--- src/rtl/ramb18_stream_reader_pkg.sv ---
// ============================================================================
//  Module   : memstream_pkg
//  Brief    : Shared constants and helpers for the memstream read path.
//  Revision : 1.0 - initial release
// ============================================================================
`default_nettype none

package memstream_pkg;

    // Pipelined RAMB18 read: address registered, then output register.
    localparam int RAM_RD_LATENCY = 2;

    function automatic int clog2(input int value);
        int r;
        r = 0;
        while ((1 << r) < value) r++;
        return r;
    endfunction

    function automatic int end_addr(input int start, input int nwords);
        return start + nwords - 1;
    endfunction

endpackage

`default_nettype wire

--- src/rtl/ramb18_stream_reader_if.sv ---
// ============================================================================
//  Module   : ramb18_stream_reader_if
//  Brief    : AXI-Stream link; tlast exists only with RAMB18_STREAM_READER_TLAST_EN.
//  Revision : 1.0 - initial release
// ============================================================================
`default_nettype none

interface ramb18_stream_reader_if #(
    parameter int DWIDTH = 18
) ();

    logic [DWIDTH-1:0] tdata;
    logic              tvalid;
    logic              tready;
`ifdef RAMB18_STREAM_READER_TLAST_EN
    logic              tlast;
`endif

    modport master (
`ifdef RAMB18_STREAM_READER_TLAST_EN
        output tlast,
`endif
        output tdata,
        output tvalid,
        input  tready
    );

    modport slave (
`ifdef RAMB18_STREAM_READER_TLAST_EN
        input  tlast,
`endif
        input  tdata,
        input  tvalid,
        output tready
    );

endinterface

`default_nettype wire

--- src/rtl/ramb18_stream_reader_fifo.sv ---
// ============================================================================
//  Module   : memstream_fifo
//  Brief    : Register FIFO, head entry visible combinationally on dout.
//  Revision : 1.0 - initial release
// ============================================================================
`default_nettype none

module memstream_fifo
    import memstream_pkg::*;
#(
    parameter int WIDTH = 18,
    parameter int DEPTH = 4,
    localparam int c_aw = clog2(DEPTH),
    localparam int c_cw = c_aw + 1
) (
    input  logic             clk,
    input  logic             aresetn,
    input  logic             push,
    input  logic             pop,
    input  logic [WIDTH-1:0] din,
    output logic [WIDTH-1:0] dout,
    output logic [c_cw-1:0]  count,
    output logic             empty
);

    localparam logic [c_cw-1:0] c_full = c_cw'(DEPTH);

    logic [WIDTH-1:0] r_mem [DEPTH];
    logic [c_aw-1:0]  r_wr_ptr;
    logic [c_aw-1:0]  r_rd_ptr;
    logic [c_cw-1:0]  r_count;
    logic             w_push;
    logic             w_pop;

    // A push into a full FIFO is only accepted when a pop frees the slot.
    assign w_pop  = pop & (r_count != '0);
    assign w_push = push & ((r_count != c_full) | w_pop);

    always_ff @(posedge clk or negedge aresetn) begin
        if (!aresetn) begin
            for (int i = 0; i < DEPTH; i++) r_mem[i] <= '0;
            r_wr_ptr <= '0;
            r_rd_ptr <= '0;
            r_count  <= '0;
        end else begin
            if (w_push) begin
                r_mem[r_wr_ptr] <= din;
                r_wr_ptr        <= r_wr_ptr + 1'b1;
            end
            if (w_pop) r_rd_ptr <= r_rd_ptr + 1'b1;
            case ({w_push, w_pop})
                2'b10:   r_count <= r_count + 1'b1;
                2'b01:   r_count <= r_count - 1'b1;
                default: r_count <= r_count;
            endcase
        end
    end

    assign dout  = r_mem[r_rd_ptr];
    assign count = r_count;
    assign empty = (r_count == '0);

endmodule

`default_nettype wire

--- src/rtl/ramb18_stream_reader.sv ---
// ============================================================================
//  Module   : ramb18_stream_reader
//  Brief    : Streams a RAMB18 address window out as AXI-Stream, absorbing the
//             2-cycle read latency. Option: RAMB18_STREAM_READER_TLAST_EN.
//  Revision : 1.0 - initial release
// ============================================================================
`default_nettype none

module ramb18_stream_reader
    import memstream_pkg::*;
#(
    parameter int DWIDTH     = 18,
    parameter int AWIDTH     = 10,
    parameter int START_ADDR = 0,
    parameter int NWORDS     = 1024,
    parameter int FIFO_DEPTH = 4
) (
    input  logic                   clk,
    input  logic                   aresetn,
    input  logic                   run,
    output logic                   ram_we,
    output logic                   ram_en,
    output logic                   ram_enq,
    output logic [AWIDTH-1:0]      ram_addr,
    input  logic [DWIDTH-1:0]      ram_rdq,
    ramb18_stream_reader_if.master m_axis
);

`ifdef RAMB18_STREAM_READER_TLAST_EN
    localparam int c_fifo_w = DWIDTH + 1;
`else
    localparam int c_fifo_w = DWIDTH;
`endif
    localparam int                c_cnt_w = clog2(FIFO_DEPTH) + 1;
    localparam logic [AWIDTH-1:0] c_start = AWIDTH'(START_ADDR);
    localparam logic [AWIDTH-1:0] c_end   = AWIDTH'(end_addr(START_ADDR, NWORDS));
    localparam logic [c_cnt_w:0]  c_depth = (c_cnt_w + 1)'(FIFO_DEPTH);

    logic                      r_enq;
    logic [AWIDTH-1:0]         r_addr;
    logic [RAM_RD_LATENCY-1:0] r_vld;
    logic [c_cnt_w:0]          w_inflight;
    logic [c_cnt_w:0]          w_used;
    logic [c_cnt_w-1:0]        w_count;
    logic                      w_issue;
    logic                      w_empty;
    logic                      w_pop;
    logic [c_fifo_w-1:0]       w_din;
    logic [c_fifo_w-1:0]       w_dout;

    always_comb begin
        w_inflight = '0;
        for (int i = 0; i < RAM_RD_LATENCY; i++)
            w_inflight = w_inflight + (c_cnt_w + 1)'(r_vld[i]);
    end

    // Every issued read holds a FIFO slot until popped, so the FIFO can't overflow.
    // Issue also waits for ram_enq so the RAM output register is live first.
    assign w_used  = w_inflight + {1'b0, w_count};
    assign w_issue = r_enq & run & (w_used < c_depth);

    always_ff @(posedge clk or negedge aresetn) begin
        if (!aresetn) begin
            r_enq  <= 1'b0;
            r_addr <= c_start;
            r_vld  <= '0;
        end else begin
            r_enq <= 1'b1;
            r_vld <= {r_vld[RAM_RD_LATENCY-2:0], w_issue};
            if (w_issue)
                r_addr <= (r_addr == c_end) ? c_start : r_addr + 1'b1;
        end
    end

`ifdef RAMB18_STREAM_READER_TLAST_EN
    logic [RAM_RD_LATENCY-1:0] r_lst;

    always_ff @(posedge clk or negedge aresetn) begin
        if (!aresetn) r_lst <= '0;
        else          r_lst <= {r_lst[RAM_RD_LATENCY-2:0], w_issue & (r_addr == c_end)};
    end

    assign w_din       = {r_lst[RAM_RD_LATENCY-1], ram_rdq};
    assign m_axis.tlast = w_dout[DWIDTH];
`else
    assign w_din = ram_rdq;
`endif

    assign w_pop = ~w_empty & m_axis.tready;

    memstream_fifo #(
        .WIDTH (c_fifo_w),
        .DEPTH (FIFO_DEPTH)
    ) u_fifo (
        .clk     (clk),
        .aresetn (aresetn),
        .push    (r_vld[RAM_RD_LATENCY-1]),
        .pop     (w_pop),
        .din     (w_din),
        .dout    (w_dout),
        .count   (w_count),
        .empty   (w_empty)
    );

    assign ram_we        = 1'b0;
    assign ram_en        = w_issue;
    assign ram_enq       = r_enq;
    assign ram_addr      = r_addr;
    assign m_axis.tdata  = w_dout[DWIDTH-1:0];
    assign m_axis.tvalid = ~w_empty;

endmodule

`default_nettype wire

--- src/flat_wrapper.sv ---
// flat-port wrapper written by rule: the top's interface ports become plain ports
module ramb18_stream_reader_flat import memstream_pkg::*;
#(
    parameter int DWIDTH     = 18,
    parameter int AWIDTH     = 10,
    parameter int START_ADDR = 0,
    parameter int NWORDS     = 1024,
    parameter int FIFO_DEPTH = 4
)
  (clk, aresetn, run, ram_we, ram_en, ram_enq, ram_addr, ram_rdq, m_axis_tdata, m_axis_tvalid, m_axis_tready);
  ramb18_stream_reader_if #(.DWIDTH(DWIDTH)) m_axis_i ();
  input  logic clk;
  input  logic aresetn;
  input  logic run;
  output logic ram_we;
  output logic ram_en;
  output logic ram_enq;
  output logic [AWIDTH-1:0] ram_addr;
  input  logic [DWIDTH-1:0] ram_rdq;
  output wire logic [$bits(m_axis_i.tdata)-1:0] m_axis_tdata;
  output wire logic [$bits(m_axis_i.tvalid)-1:0] m_axis_tvalid;
  input wire logic [$bits(m_axis_i.tready)-1:0] m_axis_tready;
  assign m_axis_tdata = m_axis_i.tdata;
  assign m_axis_tvalid = m_axis_i.tvalid;
  assign m_axis_i.tready = m_axis_tready;
  ramb18_stream_reader #(.DWIDTH(DWIDTH), .AWIDTH(AWIDTH), .START_ADDR(START_ADDR), .NWORDS(NWORDS), .FIFO_DEPTH(FIFO_DEPTH)) u_core (.clk(clk), .aresetn(aresetn), .run(run), .ram_we(ram_we), .ram_en(ram_en), .ram_enq(ram_enq), .ram_addr(ram_addr), .ram_rdq(ram_rdq), .m_axis(m_axis_i));
endmodule
--- config.mk ---
export PLATFORM = sky130hd
export DESIGN_NAME = ramb18_stream_reader_flat
export DESIGN_NICKNAME = d
export VERILOG_FILES = /design/src/rtl/ramb18_stream_reader_pkg.sv /design/src/rtl/ramb18_stream_reader_if.sv /design/src/rtl/ramb18_stream_reader_fifo.sv /design/src/rtl/ramb18_stream_reader.sv /design/src/flat_wrapper.sv
export SDC_FILE = /design/constraint.sdc
export NUM_CORES = 1
export LEC_CHECK = 0
export ABC_AREA = 1
export CAP_MARGIN = 40
export CORE_UTILIZATION = 46
export CTS_CLUSTER_DIAMETER = 50
export CTS_CLUSTER_SIZE = 12
export DETAILED_ROUTE_END_ITERATION = 7
export PLACE_DENSITY = 0.78
export SKIP_CTS_REPAIR_TIMING = 1
export SLEW_MARGIN = 20
export SYNTH_ARGS = -nofsm -noshare
export SYNTH_HDL_FRONTEND = slang
export SYNTH_HIERARCHICAL = 1
export SYNTH_SLANG_ARGS = --single-unit
export TNS_END_PERCENT = 100
--- constraint.sdc ---
create_clock -name clk -period 2.25 [get_ports clk]
set_clock_uncertainty 0.05 [all_clocks]
set_input_delay 0.3375 -clock clk [delete_from_list [all_inputs] [get_ports clk]]
set_output_delay 0.3375 -clock clk [all_outputs]
set_load 0.03 [all_outputs]
==> parameters.txt <==
Parameter                              Value

Routing
  DRC viols    0
  Total detailed-routing wirelength    12,500 um
  Via density per instance    5.77
  Routed wirelength normalized by instance count    16.7 um
  ANT nets after route    0
  Drt initial violations    373
  Number of vias after detailed routing    4,301
  Iteration count of the initial detailed-routing pass    6

Setup path
  Worst r2r src    u_core/u_fifo/count[1]
  Capture point of the worst reg-to-reg path    u_core/u_fifo/count[2]
  Arrival time at the worst endpoint    2390 ps
  Worst setup slack for register-to-register paths    60 ps
  Critical Path Sink Type    flip-flop
  Path depth of the worst reg2reg path    11
  Element type at the critical path start    flip-flop
  Critical path fanouts, max    5
  Critical path required time    2440 ps
  Critical path start-end classification    reg2reg

Pwr
  Worst vdd ir    0.790 mV
  Static power due to leakage    2.87 nW
  Power per cell area    1500 nW/um^2
  Overall power of the completed layout    8.45 mW

Yosys
  Mean instance size in the synthesized netlist    8.37 um^2
  Post-synthesis instance total    563
  Yosys cell types    32
  Post-synthesis instance area    4710 um^2
  FFs w/ async S/R, synth    100%
  Fraction of the yosys area taken by sequential cells    48.8%
  Cells taking the most area after synthesis    dfrtp_1 (49%), nand2_1 (14%), nand4_1 (10%)
  Post-synth EDFFs    0
  Area share of the largest cell type after synthesis    48.8%
  Total of warnings raised by yosys    6
  Post-Synthesis Net Count    593
  Dominant register cell in the synthesized netlist    dfrtp_1
  Flip-flop and latch count after synthesis    92
  Leading area contributor after synthesis    dfrtp_1

Clock tree
  CTS root buffer    clkbuf_8
  Clock net sink count    92
  Number of buffers added by the clock tree synthesis step    9
  Maximum count of clock buffers along a single path    2
  Clock latency reported for the late side of the worst-skew pair    360 ps
  TritonCTS clock tree    built
  CTS clock-pin slew for the worst setup and hold paths    90 ps
  Number of levels in the clock H-tree    3

STA
  Headroom to the max-slew limit    60.6%
  Fmax    456 MHz
  Count of pins over their slew limit    0
  Ratio of final minimum period to clock period    97.5%
  Final WS setup    55.5 ps
  Min Tclk post-route    2190 ps
  Pin slew with the least headroom to its limit    591 ps
  Final setup violation count    0
  Sum of negative setup slack    0 ps
  Final count of hold timing violations    0
  Worst Hold Margin    343 ps

Final layout
  Number of filler cells placed in the layout    849
  Layout cell share with drive strength beyond 1    11.3%
  Diode count    0
  Area added between synthesis and finish    19.7%
  Final core utilization    57.2%
  Final Instance Area    5640 um^2
  Total number of nets in the final design    638
  Number of standard cells in the layout, taps in and fillers out    746

Die
  Initial standard-cell utilization of the core    47.8%
  Number of primary I/O pins    54
  Total core area    9860 um^2
  Num rows    36
  Floorplan die area    10,700 um^2
  Die extent in y    103 um
  Horizontal extent of the die    103 um

Placed design
  Placed Cells    727
  Post-DP HPWL    7660 um
  Routability cong.    0.831
  Area post-placement    5330 um^2
  Post-Place Setup Slack    -173 ps
  Buffers added on ports    52

Global routing
  Overall track demand over capacity in global routing    24.9%
  Antenna violations before repair    0
  First-pass GRT wire length    20,100 um
  Vias in the first global route    4,126
  Aggregate global routing overflow    0
  Pin count of the biggest net entering global routing    79

Min path
  Worst min-delay path startpoint    u_core/r_vld[0]
  Worst min path class    reg2reg
  Hold path endpoint    u_core/r_vld[1]
  Worst hold path cell count    0

Run
  Number of maximum-capacitance constraint violations    0

Run status
  Status    finished, final reports clean
[sequential cells by signal, summed over array words and instances (netlist names)]
signal	count
u_core/u_fifo/r_rd_ptr	2
u_core/ram_addr	10
u_core/u_fifo/r_wr_ptr	2
u_core/u_fifo/count	3
u_core/u_fifo/r_mem	72
u_core/r_vld	2
u_core/ram_enq	1
[cells in the mapped netlist (3+ instances only)]
library cell and n:
nand2_1 179, nand3_1 12, ha_1 7, buf_4 7
nand4_1 78, nor2_2 4, buf_6 6, o21ai_0 43
nor2_1 40, nor2_4 3, buf_2 15, buf_1 5
dfrtp_1 92, xor2_1 3, o21ai_1 4, nand3_4 4
o22ai_1 18, inv_1 21, clkbuf_1 7
[power breakdown]
| part | internal, mW | switching [mW] | total, mW | leakage, nW |
|---|---|---|---|---|
| sequential | 2.33 | 0.482 | 2.82 | 1.18 |
| combinational | 1.56 | 2.80 | 4.36 | 1.57 |
| clock | 0.668 | 0.601 | 1.27 | 0.119 |
| total | 4.57 | 3.88 | 8.45 | 2.87 |
[layer usage]
metal	part of all wire, %	vias up	global-route usage [%]
li1	-	1994	-
met1	40	2049	32.8
met2	48	226	39.7
met3	9.3	32	4.84
met4	2.2	0	11.9
met5	0	-	0
[critical path, stage by stage (launching register included)]
cell and delay [ps]:
dfrtp_2 460, nor3_4 240, nor2_2 70, nor2_2 160, nand2_4 80, nand2_2 80, ha_2 180, inv_1 70
fa_2 340, nand2_1 90, nand3_2 80, xor2_1 170
[worst max-delay path by stage]
stage                               from                endpoint  slack, ps  depth (start not counted)
6_report          u_core/u_fifo/count[1]  u_core/u_fifo/count[2]         60                         11
5_1_grt           u_core/u_fifo/count[1]  u_core/u_fifo/count[2]        -30                         11
4_1_cts        u_core/u_fifo/r_rd_ptr[0]        m_axis_tdata[16]       -310                          5
3_5_place_dp               m_axis_tready  u_core/u_fifo/count[2]       -170                         12
3_3_place_gp               m_axis_tready  u_core/u_fifo/count[2]        -30                         11
2_1_floorplan     u_core/u_fifo/count[0]  u_core/u_fifo/count[2]         10                         12
[final cells by class]
type                       instances  area (um^2)  area share (%)
inverter                          23         86.3            1.53
tap                              133          166            2.95
clock buffer                      10          138            2.44
multi-input combinational        407         2100            37.2
clock inverter                     6         93.8            1.66
timing repair buffer              75          756            13.4
sequential                        92         2310            40.9
[kinds of logic (layout without fill, tap and decap cells)]
family / count (synthesis) / after routing / share of synthesized area (%)
AND/OR/NAND/NOR: 325 / 325 / 32.9
flip-flops: 92 / 92 / 48.8
AO/OA/AOI/OAI: 68 / 68 / 7.83
buffers and inverters: 64 / 114 / 7.25
adder cells (fa/ha/maj): 8 / 8 / 2.28
XOR/XNOR: 4 / 4 / 0.743
other: 2 / 2 / 0.159
[cells in the final DEF (no fill, tap or decap), types with 3 or more instances in the layout]
| cell type | netlist | layout |
|---|---|---|
| buf_4 | 7 | 23 |
| o22ai_1 | 18 | 18 |
| nand2_1 | 179 | 178 |
| clkbuf_8 | 0 | 10 |
| clkdlybuf4s50_1 | 0 | 32 |
| nor2_4 | 3 | 3 |
| nand3_1 | 12 | 11 |
| dlymetal6s2s_1 | 0 | 15 |
| xor2_1 | 3 | 3 |
| ha_1 | 7 | 6 |
| buf_12 | 0 | 3 |
| dfrtp_1 | 92 | 89 |
| o21ai_0 | 43 | 43 |
| nor2_1 | 40 | 39 |
| nand4_1 | 78 | 78 |
| dfrtp_2 | 0 | 3 |
| o21ai_1 | 4 | 4 |
| nand3_4 | 4 | 4 |
| inv_1 | 21 | 21 |
| nor2_2 | 4 | 5 |
No activity file was read; power rests on OpenSTA's default activity.
